$ cat src/rtl/reg_writeback_unit_pkg.sv
// Shared widths, depths and source encoding for the register write-back path.
package reg_writeback_unit_pkg;

    localparam int DATA_W     = 16;
    localparam int ADDR_W     = 3;
    localparam int NUM_REGS   = 2 ** ADDR_W;
    localparam int FIFO_DEPTH = 4;

    typedef enum logic {
        SRC_ALU = 1'b0,
        SRC_MEM = 1'b1
    } src_e;

endpackage

$ cat src/rtl/wb_fifo.sv
// Synchronous FIFO holding {dest,data} write-back entries.
module wb_fifo #(
    parameter int W     = 19,
    parameter int DEPTH = 4
) (
    input  logic                     clk,
    input  logic                     rst,
    input  logic                     push_i,
    input  logic                     pop_i,
    input  logic [W-1:0]             wdata_i,
    output logic [W-1:0]             rdata_o,
    output logic                     full_o,
    output logic                     empty_o,
    output logic [$clog2(DEPTH):0]   count_o
);

    localparam int PW = $clog2(DEPTH);

    logic [W-1:0]  mem_q [DEPTH];
    logic [PW-1:0] rd_ptr_q, wr_ptr_q;
    logic [PW:0]   count_q;
    logic          do_push, do_pop;

    assign full_o  = (count_q == (PW+1)'(DEPTH));
    assign empty_o = (count_q == '0);
    assign count_o = count_q;
    assign rdata_o = mem_q[rd_ptr_q];

    assign do_push = push_i & ~full_o;
    assign do_pop  = pop_i & ~empty_o;

    // Pointers wrap naturally because DEPTH is a power of two.
    always_ff @(posedge clk) begin
        if (rst) begin
            rd_ptr_q <= '0;
            wr_ptr_q <= '0;
            count_q  <= '0;
        end else begin
            if (do_push) wr_ptr_q <= wr_ptr_q + 1'b1;
            if (do_pop)  rd_ptr_q <= rd_ptr_q + 1'b1;
            count_q <= count_q + (PW+1)'(do_push) - (PW+1)'(do_pop);
        end
    end

    always_ff @(posedge clk) begin
        if (do_push) mem_q[wr_ptr_q] <= wdata_i;
    end

endmodule

$ cat src/rtl/reg_writeback_unit.sv
// Round-robin ALU/load write-back arbiter feeding the register-file write port.
module reg_writeback_unit
    import reg_writeback_unit_pkg::*;
#(
    parameter int DATA_W     = reg_writeback_unit_pkg::DATA_W,
    parameter int ADDR_W     = reg_writeback_unit_pkg::ADDR_W,
    parameter int FIFO_DEPTH = reg_writeback_unit_pkg::FIFO_DEPTH
) (
    input  logic                  clk,
    input  logic                  rst,
    input  logic                  clock_enable,
    input  logic                  alu_valid,
    output logic                  alu_ready,
    input  logic [ADDR_W-1:0]     alu_dest,
    input  logic [DATA_W-1:0]     alu_data,
    input  logic                  mem_valid,
    output logic                  mem_ready,
    input  logic [ADDR_W-1:0]     mem_dest,
    input  logic [DATA_W-1:0]     mem_data,
    input  logic                  wb_hold,
    output logic                  wr_en,
    output logic [ADDR_W-1:0]     wr_dest,
    output logic [DATA_W-1:0]     wr_data,
    output logic [2**ADDR_W-1:0]  pend_mask,
    output logic [ADDR_W:0]       fifo_count
);

    localparam int NREG  = 2 ** ADDR_W;
    localparam int EW    = ADDR_W + DATA_W;
    localparam int CNT_W = $clog2(FIFO_DEPTH + 2);
    localparam int FCW   = $clog2(FIFO_DEPTH) + 1;

    src_e               last_grant_q;
    logic               wr_en_q;
    logic [ADDR_W-1:0]  wr_dest_q;
    logic [DATA_W-1:0]  wr_data_q;
    logic [CNT_W-1:0]   pend_cnt_q [NREG];
    logic [CNT_W-1:0]   pend_cnt_d [NREG];

    logic               grant_alu, grant_mem;
    logic               fifo_full, fifo_empty;
    logic               push, pop;
    logic [EW-1:0]      push_entry, head_entry;
    logic [FCW-1:0]     fifo_cnt;

    assign grant_alu = alu_valid & (~mem_valid | (last_grant_q == SRC_MEM));
    assign grant_mem = mem_valid & (~alu_valid | (last_grant_q == SRC_ALU));

    assign alu_ready = clock_enable & ~rst & grant_alu & ~fifo_full;
    assign mem_ready = clock_enable & ~rst & grant_mem & ~fifo_full;

    assign push       = alu_ready | mem_ready;
    assign push_entry = alu_ready ? {alu_dest, alu_data} : {mem_dest, mem_data};
    assign pop        = clock_enable & ~wb_hold & ~fifo_empty;

    wb_fifo #(
        .W     (EW),
        .DEPTH (FIFO_DEPTH)
    ) u_fifo (
        .clk     (clk),
        .rst     (rst),
        .push_i  (push),
        .pop_i   (pop),
        .wdata_i (push_entry),
        .rdata_o (head_entry),
        .full_o  (fifo_full),
        .empty_o (fifo_empty),
        .count_o (fifo_cnt)
    );

    // The write port ignores clock_enable so a popped entry is written once.
    always_ff @(posedge clk) begin
        if (rst) begin
            wr_en_q      <= 1'b0;
            wr_dest_q    <= '0;
            wr_data_q    <= '0;
            last_grant_q <= SRC_MEM;
        end else begin
            wr_en_q <= pop;
            if (pop) {wr_dest_q, wr_data_q} <= head_entry;
            if (push) last_grant_q <= alu_ready ? SRC_ALU : SRC_MEM;
        end
    end

    always_comb begin
        for (int i = 0; i < NREG; i++) begin
            pend_cnt_d[i] = pend_cnt_q[i]
                + CNT_W'(push & (push_entry[EW-1:DATA_W] == ADDR_W'(i)))
                - CNT_W'(wr_en_q & (wr_dest_q == ADDR_W'(i)));
        end
    end

    always_ff @(posedge clk) begin
        for (int i = 0; i < NREG; i++) begin
            if (rst) pend_cnt_q[i] <= '0;
            else     pend_cnt_q[i] <= pend_cnt_d[i];
        end
    end

    always_comb begin
        pend_mask = '0;
        for (int i = 0; i < NREG; i++) pend_mask[i] = (pend_cnt_q[i] != '0);
    end

    assign wr_en      = wr_en_q;
    assign wr_dest    = wr_dest_q;
    assign wr_data    = wr_data_q;
    assign fifo_count = (ADDR_W+1)'(fifo_cnt);

endmodule

$ cat config.mk
export PLATFORM = sky130hd
export DESIGN_NAME = reg_writeback_unit
export DESIGN_NICKNAME = d
export VERILOG_FILES = /design/src/rtl/reg_writeback_unit_pkg.sv /design/src/rtl/wb_fifo.sv /design/src/rtl/reg_writeback_unit.sv
export SDC_FILE = /design/constraint.sdc
export NUM_CORES = 1
export LEC_CHECK = 0
export ABC_AREA = 1
export BUFFER_PORTS_ARGS = -buffer_cell sky130_fd_sc_hd__buf_4
export CORE_ASPECT_RATIO = 0.8
export CORE_UTILIZATION = 40
export CTS_CLUSTER_DIAMETER = 120
export DETAILED_ROUTE_END_ITERATION = 10
export PLACE_DENSITY = 0.59
export SYNTH_ARGS = -nofsm -noshare
export SYNTH_HDL_FRONTEND = slang
export SYNTH_SLANG_ARGS = --single-unit
$ cat constraint.sdc
create_clock -name clk -period 3 [get_ports clk]
set_input_delay 0.45 -clock clk [delete_from_list [all_inputs] [get_ports clk]]
set_output_delay 0.45 -clock clk [all_outputs]
set_load 0.02 [all_outputs]
==> key figures <==
Run status
  • Outcome: complete, no violations

Timing
  • Relative slew slack: 55.1%
  • RSZ-0062 raised after global routing: false
  • Layout Skew: ~0.010 ns
  • Post-layout min period: 2.44 ns
  • Worst-Margin Slew: 0.672 ns
  • Final period util: 81.4%
  • Setup tns final: 0 ns
  • Final Hold Fails: 0
  • Slew Viols, Final: 0
  • Highest Clock Rate: slightly above 0.4 GHz
  • # setup viols final: 0

Place
  • PortBufs: between 70 and 80
  • Routability Congestion: slightly below 0.8
  • Final HPWL DP: 7.92 mm

Floorplan
  • Die width: 136 um
  • Core Area: 13800 um2
  • Row count: 38
  • DIE AREA: 14900 um2
  • Initial Util: between 40% and 50%
  • IO Count: 78
  • Chip height: 110 um

Drt
  • Iter 0 DRT Violations: 258
  • Antenna violation net count after detailed routing: 0
  • DR DRC count: 0
  • Routed WL per cell: between 10 and 15 um
  • Via/cell ratio: around 4.7
  • Vias: about 4200
  • Drt pass-1 iters: 4
  • Post-Route WL: 12.2 mm

Hold path
  • Type of the tightest min-delay check: in -> reg
  • Hold_sp: rst
  • Hold path cells: 2
  • Hold Crit Endpoint: pend_cnt_q[2][1]

Critical path
  • CP required: 3.34 ns
  • CP max FO: 9
  • Worst Setup End Kind: flop
  • R2R Path Start: u_fifo.count_o[1]
  • Slowest stage delay, CP: 0.41 ns
  • Worst reg2reg path depth: 12
  • CP Cell Sequence: nor2_2 -> nand2_4 -> nand2_1 -> a21oi_2 -> nand3_1 -> nor2_1 -> ha_1 -> inv_1 -> fa_1 -> xnor2_1 -> o21ai_0 -> a21oi_1
  • Worst setup path category: reg -> reg
  • Worst reg2reg setup slack: 0.56 ns
  • CP arrival: 2.78 ns
  • Reg2reg end: pend_cnt_q[1][5]
  • CP top delay family: simple AND/OR/NAND/NOR gates
  • Critical path's slowest cell: dfxtp_1
  • Startpoint Class: flop
  • Bufs and invs on worst path: 1

Layout
  • Nets: 773
  • N_diodes: 0
  • Layout cells sized above 1: 18.8%
  • Final Util: around half
  • Area Growth Syn to Fin: 22.9%
  • Filler cells: 1249

Synthesis
  • Syn nets: between 600 and 700
  • Largest area contributor in the netlist: edfxtp_1
  • Synth Instances: 617
  • EDFF count, synth: 76
  • Ys async rst share: 0%
  • Leading post-synthesis cells by cell area: edfxtp_1 39%, dfxtp_1 18%, nor2_1 9.7%
  • Synth Register Bits: 128
  • Primary FF master, synth: edfxtp_1
  • Syn avg cell area: 9.37 um2
  • Mapped Area: 5780 um2
  • Post-synth top area share: 39.5%
  • Post-synth cell types: 31
  • Share of the yosys chip area belonging to registers: between 50% and 60%
  • Synth Warn #: 0

Clocking
  • Hold_buf cts: 0
  • Num CTS Buffers: 17
  • H-tree Lvls: 4
  • Post-CTS Setup Inserts: 0
  • CTS sink cnt: 128
  • TritonCTS clock tree: yes
  • Post-CTS sizing: 0
  • Worst-Skew Late Latency: 0.41 ns
  • Clock Tree Buf Depth: 2
  • Clock transition at path regs: ~0.060 ns
  • Root buffer cell: clkbuf_16

Global routing
  • Vias in the first global route: approximately 3900
  • Initial antenna violation count: 0
  • Grt total ovfl: 0
  • Largest net degree at the start of global routing: 41
  • First-pass GRT wire length: 19.8 mm
  • GRT Resource Usage Total: 17.8%

Power
  • Maximum vdd drop: 0.406 mV
  • P per Cell Area: 674 nW/um2
  • P_leak: around 3 nW

Flow run
  • Max-Cap Viols: 0
==> per-layer routing <==
metal | up-vias | global-route usage, % | wire (um)
met1 | 1921 | 24.2 | 5810
li1 | 2151 | - | -
met2 | 88 | 27.7 | 5710
met5 | - | 0 | 0
met3 | 6 | 4.29 | 651
met4 | 0 | 6.43 | 52
==> per-stage QoR <==
step	power [mW]	setup WS, ns	area, um2	cells	hold WS (ns)
6_report	4.79	0.558	7110	891	0.382
5_1_grt	5.04	0.371	7110	891	0.378
4_1_cts	4.86	0.543	7110	891	0.360
3_5_place_dp	2.93	0.323	6550	859	0.441
3_3_place_gp	2.91	0.380	6550	859	0.435
2_1_floorplan	2.62	0.740	5780	617	0.423
==> sequential cells by signal, indices dropped and copies added (netlist names) <==
register	count
wr_en	1
u_fifo.count_o	3
pend_cnt_q	24
u_fifo.wr_ptr_q	2
wr_data	16
u_fifo.rd_ptr_q	2
wr_dest	3
u_fifo.mem_q	76
last_grant_q	1
==> worst max-delay path by stage <==
stage	start	to	slack, ns	cells after the start
after floorplan	u_fifo.count_o[1]	pend_cnt_q[0][5]	0.74	12
after global placement	rst	pend_cnt_q[0][5]	0.38	14
after detailed placement	rst	pend_cnt_q[1][5]	0.32	14
after CTS	last_grant_q	alu_ready	0.54	6
after global routing	u_fifo.count_o[1]	pend_cnt_q[1][5]	0.37	12
final	u_fifo.count_o[1]	pend_cnt_q[1][5]	0.56	12
==> final cells by class <==
type | instances | area, um2 | share of cell area, %
clock buffer | 18 | 439 | 6.18
clock inverter | 14 | 118 | 1.66
inverter | 71 | 267 | 3.75
multi-input combinational | 393 | 2080 | 29.3
sequential | 128 | 3320 | 46.8
tap | 180 | 225 | 3.17
timing repair buffer | 87 | 653 | 9.19
==> worst reg2reg max path: cells and delay by family (launching register included) <==
family,cells,cell delay [ns]
AO/OA/AOI/OAI,3,0.45
XOR/XNOR,1,0.20
AND/OR/NAND/NOR,5,0.71
adder cells (fa/ha/maj),2,0.54
buffers and inverters,1,0.05
flip-flops,1,0.41
==> cells in the final DEF, fill, tap and decap left out, drive strengths merged <==
cell and instances:
fa 9, nand2 90, dfxtp 52, and3 1, nand4 6, clkbuf 18, o21ai 85, xor2 6
buf 87, xnor2 4, o21bai 1, bufinv 1, clkinvlp 5, edfxtp 76, nor2 152, or2 1
clkinv 7, a21oi 9, ha 22, conb 1, nand3 6, inv 72
==> cells by family (layout without fill, tap and decap cells) <==
family	after synthesis	after routing	share of synthesized area [%]
XOR/XNOR	10	10	1.52
AO/OA/AOI/OAI	95	95	8.34
buffers and inverters	96	190	6.67
other	1	1	0.0649
flip-flops	128	128	57.5
AND/OR/NAND/NOR	256	256	18.0
adder cells (fa/ha/maj)	31	31	7.88
==> cell usage after synthesis, types with 2 or more instances <==
| library cell | number |
|---|---|
| o21ai_0 | 79 |
| buf_4 | 3 |
| nand2_4 | 2 |
| nand2_1 | 87 |
| nor2_1 | 150 |
| nand3_1 | 4 |
| clkbuf_1 | 15 |
| xnor2_1 | 4 |
| buf_2 | 5 |
| xor2_1 | 6 |
| edfxtp_1 | 76 |
| fa_1 | 9 |
| dfxtp_1 | 52 |
| nand4_1 | 6 |
| a21oi_1 | 8 |
| inv_1 | 68 |
| o21ai_1 | 6 |
| inv_2 | 3 |
| ha_1 | 22 |
==> report_power, final <==
part / switching, mW / total (mW) / internal, mW / leakage [nW]
clock: 0.750 / 1.90 / 1.15 / 0.262
sequential: 0.0695 / 2.06 / 1.99 / 1.11
combinational: 0.516 / 0.821 / 0.305 / 1.69
total: 1.34 / 4.79 / 3.45 / 3.06
(Power assumes the default switching activity.)
